`config.mk`:
```
export PLATFORM = sky130hd
export DESIGN_NAME = conv_row_accumulator
export DESIGN_NICKNAME = d
export VERILOG_FILES = /design/src/rtl/conv_row_accumulator.sv
export SDC_FILE = /design/constraint.sdc
export NUM_CORES = 1
export LEC_CHECK = 0
export ABC_AREA = 0
export ABC_CLOCK_PERIOD_IN_PS = 4200
export CAP_MARGIN = 20
export CORE_MARGIN = 2
export CORE_UTILIZATION = 34
export CTS_CLUSTER_SIZE = 14
export DETAILED_ROUTE_END_ITERATION = 8
export PLACE_DENSITY = 0.55
export SLEW_MARGIN = 40
export SYNTH_ARGS = -nofsm -noshare
export SYNTH_HDL_FRONTEND = slang
export SYNTH_SLANG_ARGS = --single-unit
```
`constraint.sdc`:
```
create_clock -name clk -period 4.2 [get_ports clk]
set_clock_uncertainty 0.05 [all_clocks]
set_input_delay 0.63 -clock clk [delete_from_list [all_inputs] [get_ports clk]]
set_output_delay 0.63 -clock clk [all_outputs]
set_load 0.005 [all_outputs]
```
`src/rtl/conv_row_accumulator.sv`:
```
// Row-sum accumulator behind the 1-D adder tree: sums KERNEL_SIZE partial sums, biases, shifts,
// saturates and queues pixels in a small output FIFO. Optional round-half-up via QUANT_ROUND_EN.
module conv_row_accumulator #(
    parameter int KERNEL_SIZE  = 3,
    parameter int DATA_WIDTH   = 8,
    parameter int WEIGHT_WIDTH = 8,
    parameter int FIFO_DEPTH   = 4,
    localparam int IN_WIDTH    = DATA_WIDTH + WEIGHT_WIDTH + KERNEL_SIZE,
    localparam int ACC_WIDTH   = IN_WIDTH + $clog2(KERNEL_SIZE) + 1,
    localparam int LVL_WIDTH   = $clog2(FIFO_DEPTH) + 1
) (
    input  logic                  clk,
    input  logic                  rstn,
    input  logic                  acc_valid,
    input  logic [IN_WIDTH-1:0]   acc_dataIn,
    input  logic                  acc_clear,
    input  logic [ACC_WIDTH-1:0]  bias,
    input  logic [4:0]            shift,
    output logic                  out_valid,
    input  logic                  out_ready,
    output logic [DATA_WIDTH-1:0] out_data,
    output logic [LVL_WIDTH-1:0]  fifo_level,
    output logic                  overflow
);

    localparam int CNT_W = (KERNEL_SIZE > 1) ? $clog2(KERNEL_SIZE) : 1;
    localparam int PTR_W = $clog2(FIFO_DEPTH);
    // Two guard bits: one for bias addition, one for the rounding increment.
    localparam int T_W   = ACC_WIDTH + 2;

    logic [ACC_WIDTH-1:0]  acc_q;
    logic [CNT_W-1:0]      row_cnt_q;
    logic [ACC_WIDTH-1:0]  sum_q;
    logic                  sum_vld_q;
    logic [DATA_WIDTH-1:0] pix_q;
    logic                  pix_vld_q;
    logic                  overflow_q;
    logic [DATA_WIDTH-1:0] last_q;
    logic [PTR_W:0]        wr_ptr_q;
    logic [PTR_W:0]        rd_ptr_q;
    logic [DATA_WIDTH-1:0] mem_q [FIFO_DEPTH];

    logic                  last_row;
    logic [ACC_WIDTH-1:0]  row_sum;
    logic signed [T_W-1:0] t_val;
    logic signed [T_W-1:0] r_val;
    logic [DATA_WIDTH-1:0] pix_d;
    logic [PTR_W:0]        level;
    logic                  full;
    logic                  empty;
    logic                  pop;
    logic                  push;
    logic                  drop;

    assign last_row = (row_cnt_q == CNT_W'(KERNEL_SIZE - 1));
    assign row_sum  = acc_q + {{(ACC_WIDTH-IN_WIDTH){1'b0}}, acc_dataIn};

    always_comb begin
        t_val = {{2{sum_q[ACC_WIDTH-1]}}, sum_q} + {{2{bias[ACC_WIDTH-1]}}, bias};
`ifdef QUANT_ROUND_EN
        if (shift != 5'd0) begin
            t_val = t_val + (T_W'(1) << (shift - 5'd1));
        end
`endif
        r_val = t_val >>> shift;
        if (r_val[T_W-1]) begin
            pix_d = '0;
        end else if (|r_val[T_W-2:DATA_WIDTH]) begin
            pix_d = '1;
        end else begin
            pix_d = r_val[DATA_WIDTH-1:0];
        end
    end

    always_ff @(posedge clk or negedge rstn) begin
        if (!rstn) begin
            acc_q     <= '0;
            row_cnt_q <= '0;
            sum_q     <= '0;
            sum_vld_q <= 1'b0;
            pix_q     <= '0;
            pix_vld_q <= 1'b0;
        end else if (acc_clear) begin
            acc_q     <= '0;
            row_cnt_q <= '0;
            sum_vld_q <= 1'b0;
            pix_vld_q <= 1'b0;
        end else begin
            if (acc_valid) begin
                if (last_row) begin
                    acc_q     <= '0;
                    row_cnt_q <= '0;
                    sum_q     <= row_sum;
                end else begin
                    acc_q     <= row_sum;
                    row_cnt_q <= row_cnt_q + CNT_W'(1);
                end
            end
            sum_vld_q <= acc_valid && last_row;
            pix_vld_q <= sum_vld_q;
            if (sum_vld_q) begin
                pix_q <= pix_d;
            end
        end
    end

    assign level = wr_ptr_q - rd_ptr_q;
    assign full  = (level == (PTR_W+1)'(FIFO_DEPTH));
    assign empty = (level == '0);
    assign pop   = !empty && out_ready;
    // A full FIFO can still take a pixel if the head leaves on the same edge.
    assign push  = pix_vld_q && (!full || pop);
    assign drop  = pix_vld_q && full && !pop;

    always_ff @(posedge clk or negedge rstn) begin
        if (!rstn) begin
            wr_ptr_q   <= '0;
            rd_ptr_q   <= '0;
            overflow_q <= 1'b0;
            last_q     <= '0;
            for (int i = 0; i < FIFO_DEPTH; i++) begin
                mem_q[i] <= '0;
            end
        end else begin
            if (push) begin
                mem_q[wr_ptr_q[PTR_W-1:0]] <= pix_q;
                wr_ptr_q <= wr_ptr_q + (PTR_W+1)'(1);
            end
            if (pop) begin
                last_q   <= mem_q[rd_ptr_q[PTR_W-1:0]];
                rd_ptr_q <= rd_ptr_q + (PTR_W+1)'(1);
            end
            if (acc_clear) begin
                overflow_q <= 1'b0;
            end else if (drop) begin
                overflow_q <= 1'b1;
            end
        end
    end

    assign out_valid  = !empty;
    assign out_data   = empty ? last_q : mem_q[rd_ptr_q[PTR_W-1:0]];
    assign fifo_level = level;
    assign overflow   = overflow_q;

endmodule

```
Word level (Yosys, flattened, before mapping). Cells that the tools add are included.

Bits in registers: 103. Logic and storage cells: 64. Output and inout port bits: 13. Input port bits: 51.

Shift operators: 1. Bitwise logic cells: 3. Reductions and logical operators: 16. $add $sub $neg: 6. Multiplexer cells: 19. Magnitude comparators: 3. Equal/unequal tests: 2.

Operators by type and width (count): 22-bit two-way mux (3); 8-bit two-way mux (6); 32-bit bitwise mux (1); 23-bit by 5-bit >>> shifter with 24-bit output (1); 22-bit by 22-bit adder with 23-bit output (1); 22-bit by 19-bit adder with 22-bit output (1); 8-bit binary-select mux with 2-bit select (1); 8-bit demux with 2-bit select (1); 15-bit OR reduction (1); 3-bit by 1-bit adder with 3-bit output (second input constant) (2); 3-bit greater-or-equal comparator (second input constant) (2); 1-bit logical AND (6); 2-bit two-way mux (3); 2-bit inverter with 3-bit output (2); 1-bit two-way mux (4); 2-bit nonzero test (2); 3-bit == test (second input constant) (1); 1-bit zero test (3); 3-bit zero test (1); 3-bit by 1-bit < comparator with 1-bit output (second input constant) (1); 3-bit AND reduction (1); 3-bit subtractor (1); 2-bit by 1-bit adder with 2-bit output (second input constant) (1); 2-bit == test (second input constant) (1); other kinds (3) (3).

Longest topological paths before layout. Gate-level depths: netlist of the first run.

Depth in word-level cells: 8. Gate-level depth with buffers: 14. Depth with buffers taken out: 14.

Worst setup path after synthesis of the first run. No wires, ideal clock.

Kind: in2reg. From: in bias[0]. To: reg pix_q[4]. Stages: 14. Arrival: 3.609 ns. Buffers on the path: 0. Required time: 4.028 ns. Setup time: 0.122 ns. Slack: 0.419 ns. Cells stage by stage: ha_1 -> inv_1 -> fa_1 -> nand2b_1 -> a211oi_4 -> o211a_4 -> o21a_1 -> nor2_1 -> mux4_2 -> nand2b_1 -> a211oi_4 -> a2bb2oi_2 -> a311o_1 -> a32o_1.

Word-level cells in the longest chain between the ends: 5.

Ends and longest elaborated chain: start, declared (line 17) `input logic [ACC_WIDTH-1:0] bias,`; 22-bit by 22-bit adder with 23-bit output * (line 59) `t_val = {{2{sum_q[ACC_WIDTH-1]}}, sum_q} + {{2{bias[ACC_WIDTH-1]}}, bias};`; 23-bit by 5-bit >>> shifter with 24-bit output * (line 65) `r_val = t_val >>> shift;`; 15-bit OR reduction (line 68) `end else if (|r_val[T_W-2:DATA_WIDTH]) begin`; 8-bit two-way mux (line 68); 8-bit two-way mux * (line 66) `if (r_val[T_W-1]) begin`; end signal, assigned (line 102) `pix_q <= pix_d;`; end, declared (line 35) `logic [DATA_WIDTH-1:0] pix_q;`.

Mark *: on every way between the ends. The rest lies on a longest branch, timed or not. A chain may end at the register's enable or synchronous reset.

Worst setup path in the final report of the first run. Same ends and word-level chain as after synthesis.

==> results.md, run 1 <==
- DP HPWL: approximately 16000 µm
- Max Fclk: ~250 MHz
- Share of cells above drive strength 1: 0.220
- Synth Flop Type: dfrtp_1
- Gr ovfl total: 0
- Vias in the first global route: around 6600
- Power Density: 512 nW/µm²
- Setup violations, final: 0
- Final instance area: 9620 µm²
- Final period util: 0.961
- Final Wtd Congestion: 0.829
- TritonCTS Sinks: 103
- Core area: 22000 µm²
- RSZ-0062 raised after global routing: yes
- CP arrival: roughly 4.2 ns
- Min cycle time layout: 4.04 ns
- Commonest non-fill, non-tap cell in the layout: dfrtp_1
- Post-CTS Hold Fix Bufs: 0
- Die Span X: around 150 µm
- Yosys cell types: between 70 and 80
- Filler cells: 2164
- Seq/Total Area, Yosys: 0.336
- Area growth, synth to finish: 25.3%
- Ys Warns: 0
- Routed Antenna Nets: 0
- Type of the tightest min-delay check: in -> async
- Row Count: 54
- Final hold viol count: 0
- Die area: 23800 µm²
- Status: finished, final reports clean
- Vias: 6523
- Worst setup SP type: input port
- Gr usage total: 0.169
- Worst-Margin Slew: approximately 0.66 ns
- Final Net Count: 1052
- H-Tree Depth: 3
- FF+latch area: between 2000 and 3000 µm²
- Clk slew on worst S/H paths: 0.08 ns
- Syn Nets: 924
- Synth Register Bits: approximately 100
- Async SR Flop Fraction: 1.00
- Setup CP Type: in -> reg
- I/O pin count: 64
- DIE HEIGHT: ~150 µm
- Initial DRC Count: 274
- Post-synth EDFFs: 0
- PortBufs: between 60 and 70
- Crit path max fanout: 5
- Routed WL: 19600 µm
- Clock root buffer master: clkbuf_16
- Worst Path Required: approximately 4.4 ns
- Critical path capture point type: flop
- Initial antenna violation count: 0
- Total of max-cap violations: 0
- Avg Vias per Cell: 5.28
- Largest net degree at the start of global routing: 59
- CTS tree: built
- Maximum vdd ir drop: 0.217 mV
- Placement Cell Area: 9150 µm²
- N_diodes: 0
- Initial core utilization: 0.350
- Max-slew violations: 0
- Clock latency on the worst-skew pair: 0.35 ns
- CTS buffer count: 9
- Setup_tns: 0 ns
- Area occupied by multi-input gates: just under 5000 µm²
- P_leak: 4.41 nW
- Maximum clock insertion buffer count: 2
- Post-synthesis instance total: 822
- Post-synthesis average cell area: around 9.3 µm²
- DRC: 0
- Most frequent cells in the layout: dfrtp_1, nand2_1, buf_4
- Mapped Area: 7670 µm²
- First-pass GRT wire length: 32900 µm
- Routed wire length per instance: roughly 16 µm
- DRT Pass-1 Iters: 5
- Slew margin rel.: 0.563
## worst max-delay path, stage by stage
cell             delay, ns
clkdlybuf4s50_1       0.50
ha_2                  0.19
inv_1                 0.05
fa_2                  0.34
nand2b_4              0.16
a211oi_4              0.20
buf_6                 0.16
o211ai_4              0.11
a21o_1                0.22
a221oi_2              0.28
o211ai_1              0.15
o31a_1                0.20
o31a_1                0.33
a2bb2oi_2             0.18
a311o_1               0.28
a32o_1                0.25
## cell usage after synthesis (all sizes together) (15+ instances only)
| cell type | instances | area (µm²) |
|---|---|---|
| ha | 48 | 601 |
| mux2i | 15 | 150 |
| a22o | 16 | 140 |
| a21oi | 51 | 278 |
| xnor2 | 27 | 236 |
| nor3 | 16 | 85.1 |
| mux2 | 56 | 631 |
| dfrtp | 103 | 2580 |
| inv | 28 | 105 |
| nor2 | 53 | 199 |
| nand2 | 101 | 379 |
| clkbuf | 24 | 91.3 |
| o21ai | 64 | 339 |
## sequential cells by signal, indices dropped and copies added, names as in the netlist
register and count:
last_q 8, overflow 1, row_cnt_q 2, acc_q 22
pix_q 8, mem_q 32, wr_ptr_q 3, sum_vld_q 1
rd_ptr_q 3, pix_vld_q 1, sum_q 22
## logic make-up (layout without fill, tap and decap cells)
family,count (synthesis),count (layout),share of synthesized area
buffers and inverters,66,199,0.0336
adder cells (fa/ha/maj),51,51,0.0861
flip-flops,103,103,0.336
XOR/XNOR,40,40,0.0466
AND/OR/NAND/NOR,238,238,0.142
multiplexers,82,82,0.134
AO/OA/AOI/OAI,242,242,0.222
## worst paths after layout
| check | startpoint | to | slack (ns) | cells past startpoint |
|---|---|---|---|---|
| worst max-delay path | bias[0] | pix_q[4] | 0.16 | 16 |
| worst max register to register | sum_q[5] | pix_q[6] | 0.52 | 14 |
| max in group asynchronous | rstn | sum_q[18] | 3.07 | 3 |
| min in group clk | sum_q[11] | sum_q[11] | 0.44 | 2 |
| worst min register to register | sum_q[11] | sum_q[11] | 0.44 | 2 |
| worst min-delay path | rstn | last_q[4] | 0.07 | 1 |
## layout make-up
class                           count  area share
Inverter                           30      0.0117
Sequential cell                   103       0.268
Tap cell                          280      0.0364
Clock buffer                        9      0.0234
Multi-Input combinational cell    653       0.511
Timing Repair Buffer              153       0.137
Clock inverter                      7      0.0117
## power by group
group | total (mW) | internal, mW | switching [mW]
registers | 1.29 | 1.13 | 0.156
logic | 2.69 | 1.33 | 1.37
clock network | 0.940 | 0.535 | 0.405
## routing by layer
| layer | up-vias | routed length (µm) | track usage |
|---|---|---|---|
| li1 | 3286 | - | - |
| met1 | 3116 | 9160 | 0.222 |
| met2 | 107 | 9700 | 0.294 |
| met3 | 14 | 612 | 0.0297 |
| met4 | 0 | 155 | 0.0347 |
| met5 | - | 0 | 0 |
## metrics by stage
stage | cells | total power [mW] | setup slack, ns | hold slack, ns | utilization
2_1_floorplan | 822 | 2.94 | 0.419 | 0.284 | -
5_1_grt | 1235 | 5.31 | -0.0137 | 0.0670 | 0.438
4_1_cts | 1231 | 4.89 | 0.0401 | 0.303 | 0.432
3_5_place_dp | 1215 | 3.93 | -0.319 | 0.427 | 0.417
6_report | 1235 | 4.92 | 0.164 | 0.0709 | 0.438
3_3_place_gp | 1215 | 3.91 | -0.271 | 0.416 | 0.417
## repair_timing
item	4_1_cts	5_1_grt
buffers inserted	0	3
endpoints found under the setup margin	0	8
resized for setup	0	17
Power figures use the tool's default switching activity.
==> run 2, diff against run 1 <==
--- a/config.mk
+++ b/config.mk
@@ -12,6 +12,7 @@
 export CORE_UTILIZATION = 34
 export CTS_CLUSTER_SIZE = 14
 export DETAILED_ROUTE_END_ITERATION = 8
+export MAX_ROUTING_LAYER = met4
 export PLACE_DENSITY = 0.55
 export SLEW_MARGIN = 40
 export SYNTH_ARGS = -nofsm -noshare
==> run 2 against run 1 <==
Effect of this change: register-to-register slack about the same; worst setup slack lost 0.00072 ns; sequential power about the same; combinational power hardly changed.
==> results.md, run 2 (same netlist as run 1, synthesis figures left out) <==
- Row Count: 54 (unchanged)
- Final instance area: 9620 µm² (unchanged)
- Worst-Margin Slew: 0.666 ns (was 0.656 ns)
- RSZ-0062 raised after global routing: yes (unchanged)
- Metal3 WL: 600 µm (was 612 µm)
- Type of the tightest min-delay check: in -> async (unchanged)
- Fin worst setup slack: 0.163 ns (was 0.164 ns)
- Met2 routed WL: 9780 µm (was 9700 µm)
- Maximum clock insertion buffer count: 2 (unchanged)
- Crit path max fanout: 5 (unchanged)
- Area growth, synth to finish: 25.3% (unchanged)
- Slowest stage cell on the critical path: clkdlybuf4s50_1 (unchanged)
- Initial antenna violation count: 0 (unchanged)
- Gr usage total: 0.174 (was 0.169)
- Post-layout util: 0.438 (unchanged)
- DRT Pass-1 Iters: 5 (unchanged)
- Critical path capture point type: flop (unchanged)
- Met1 WL: 9080 µm (was 9160 µm)
- R2R depth: 14 (unchanged)
- Largest net degree at the start of global routing: 59 (unchanged)
- Routed Antenna Nets: 0 (unchanged)
- DP HPWL: 15600 µm (unchanged)
- Final hold viol count: 0 (unchanged)
- Setup violations, final: 0 (unchanged)
- First-pass GRT wire length: 32900 µm (about the same)
- Most frequent CP cell: o31a_1 (unchanged)
- CP arrival: 4.23 ns (about the same)
- P_leak: 4.41 nW (unchanged)
- Total of max-cap violations: 0 (unchanged)
- Final non-filler cell total: 1235 (unchanged)
- Core area: 22000 µm² (unchanged)
- Top flop regs: mem_q (32), acc_q (22), sum_q (22) (unchanged)
- Placement Cell Area: 9150 µm² (unchanged)
- DIE HEIGHT: 154 µm (unchanged)
- Largest register by flop count: mem_q (unchanged)
- Min cycle time layout: 4.04 ns (about the same)
- Worst setup SP type: input port (unchanged)
- Initial DRC Count: 271 (was 274)
- Final Net Count: 1052 (unchanged)
- CTS buffer count: 9 (unchanged)
- Worst Path Required: 4.39 ns (about the same)
- TritonCTS Sinks: 103 (unchanged)
- Max Fclk: 248 MHz (about the same)
- Die Span X: 154 µm (unchanged)
- Setup CP Type: in -> reg (unchanged)
- Maximum vdd ir drop: 0.217 mV (about the same)
- Post-CTS Hold Fix Bufs: 0 (unchanged)
- N_diodes: 0 (unchanged)
- Commonest non-fill, non-tap cell in the layout: dfrtp_1 (unchanged)
- Clk slew on worst S/H paths: 0.08 ns (about the same)
- Die area: 23800 µm² (unchanged)
- Routed wire length per instance: 15.9 µm (about the same)
- Total power: 4.92 mW (about the same)
- Final Wtd Congestion: 0.842 (was 0.829)
- Clock root buffer master: clkbuf_16 (unchanged)
- Vias in the first global route: 6616 (was 6609)
- WHS: 0.0699 ns (was 0.0709 ns)
- Routed WL: 19600 µm (about the same)
- Initial core utilization: 0.350 (unchanged)
- Final period util: 0.961 (about the same)
- Share of cells above drive strength 1: 0.220 (unchanged)
- I/O pin count: 64 (unchanged)
- Setup_tns: 0 ns (unchanged)
- Clock latency on the worst-skew pair: 0.35 ns (about the same)
- Gr ovfl total: 0 (unchanged)
- Status: finished, final reports clean (unchanged)
- Filler cells: 2164 (unchanged)
- Power Density: 511 nW/µm² (was 512 nW/µm²)
- Pre-CTS setup slack: -0.319 ns (unchanged)
- CP max stage delay: 0.50 ns (about the same)
- H-Tree Depth: 3 (unchanged)
- Avg Vias per Cell: 5.29 (was 5.28)
- Uppermost layer routed: met4 (unchanged)
- Most frequent cells in the layout: dfrtp_1, nand2_1, buf_4 (unchanged)
- Max-slew violations: 0 (unchanged)
- Critical path cell sequence: clkdlybuf4s50_1 -> ha_2 -> inv_1 -> fa_2 -> nand2b_4 -> a211oi_4 -> buf_6 -> o211ai_4 -> a21o_1 -> a221oi_2 -> o211ai_1 -> o31a_1 -> o31a_1 -> a2bb2oi_2 -> a311o_1 -> a32o_1 (unchanged)
- Number of flip-flops in the largest register: 32 (unchanged)
- Placed instance count: 1215 (unchanged)
- PortBufs: 63 (unchanged)
- DRC: 0 (unchanged)
- CTS tree: built (unchanged)
- Slew margin rel.: 0.556 (was 0.563)
- Vias: 6529 (was 6523)
-- run 2: where the power goes --
part / internal, mW / switching (mW) / total, mW
Sequential: 1.13 / 0.156 / 1.29
Combinational: 1.33 / 1.36 / 2.69
Clock: 0.535 / 0.405 / 0.940
Total: 2.99 / 1.92 / 4.92
-- run 2: area by class of cell --
| cell class | count | area (µm²) | share of cell area |
|---|---|---|---|
| multi-input combinational | 653 | 4920 | 0.511 |
| tap | 280 | 350 | 0.0364 |
| clock inverter | 7 | 113 | 0.0117 |
| sequential | 103 | 2580 | 0.268 |
| timing repair buffer | 153 | 1320 | 0.137 |
| inverter | 30 | 113 | 0.0117 |
| clock buffer | 9 | 225 | 0.0234 |
-- run 2: final timing paths --
check | end | startpoint | slack [ns]
min in group clk | sum_q[11] | sum_q[11] | 0.44
max in group asynchronous | sum_q[18] | rstn | 3.07
min reg2reg | sum_q[11] | sum_q[11] | 0.44
min | last_q[4] | rstn | 0.07
max reg2reg | pix_q[6] | sum_q[5] | 0.53
max | pix_q[4] | bias[0] | 0.16
-- run 2: critical path: cells and delay by family --
family                   cells  cell delay, ns
AND/OR/NAND/NOR              1            0.16
buffers and inverters        3            0.71
AO/OA/AOI/OAI               10            2.20
adder cells (fa/ha/maj)      2            0.53
-- run 2: what timing repair did --
item / CTS / global route
setup endpoints to repair: 0 / 8
gates resized for setup: 0 / 17
setup buffers: 0 / 3
-- run 2: metal layers --
metal | up-vias | track usage
li1 | 3291 | -
met1 | 3121 | 0.222
met2 | 102 | 0.294
met3 | 15 | 0.0300
met4 | 0 | 0.0347
met5 | - | -
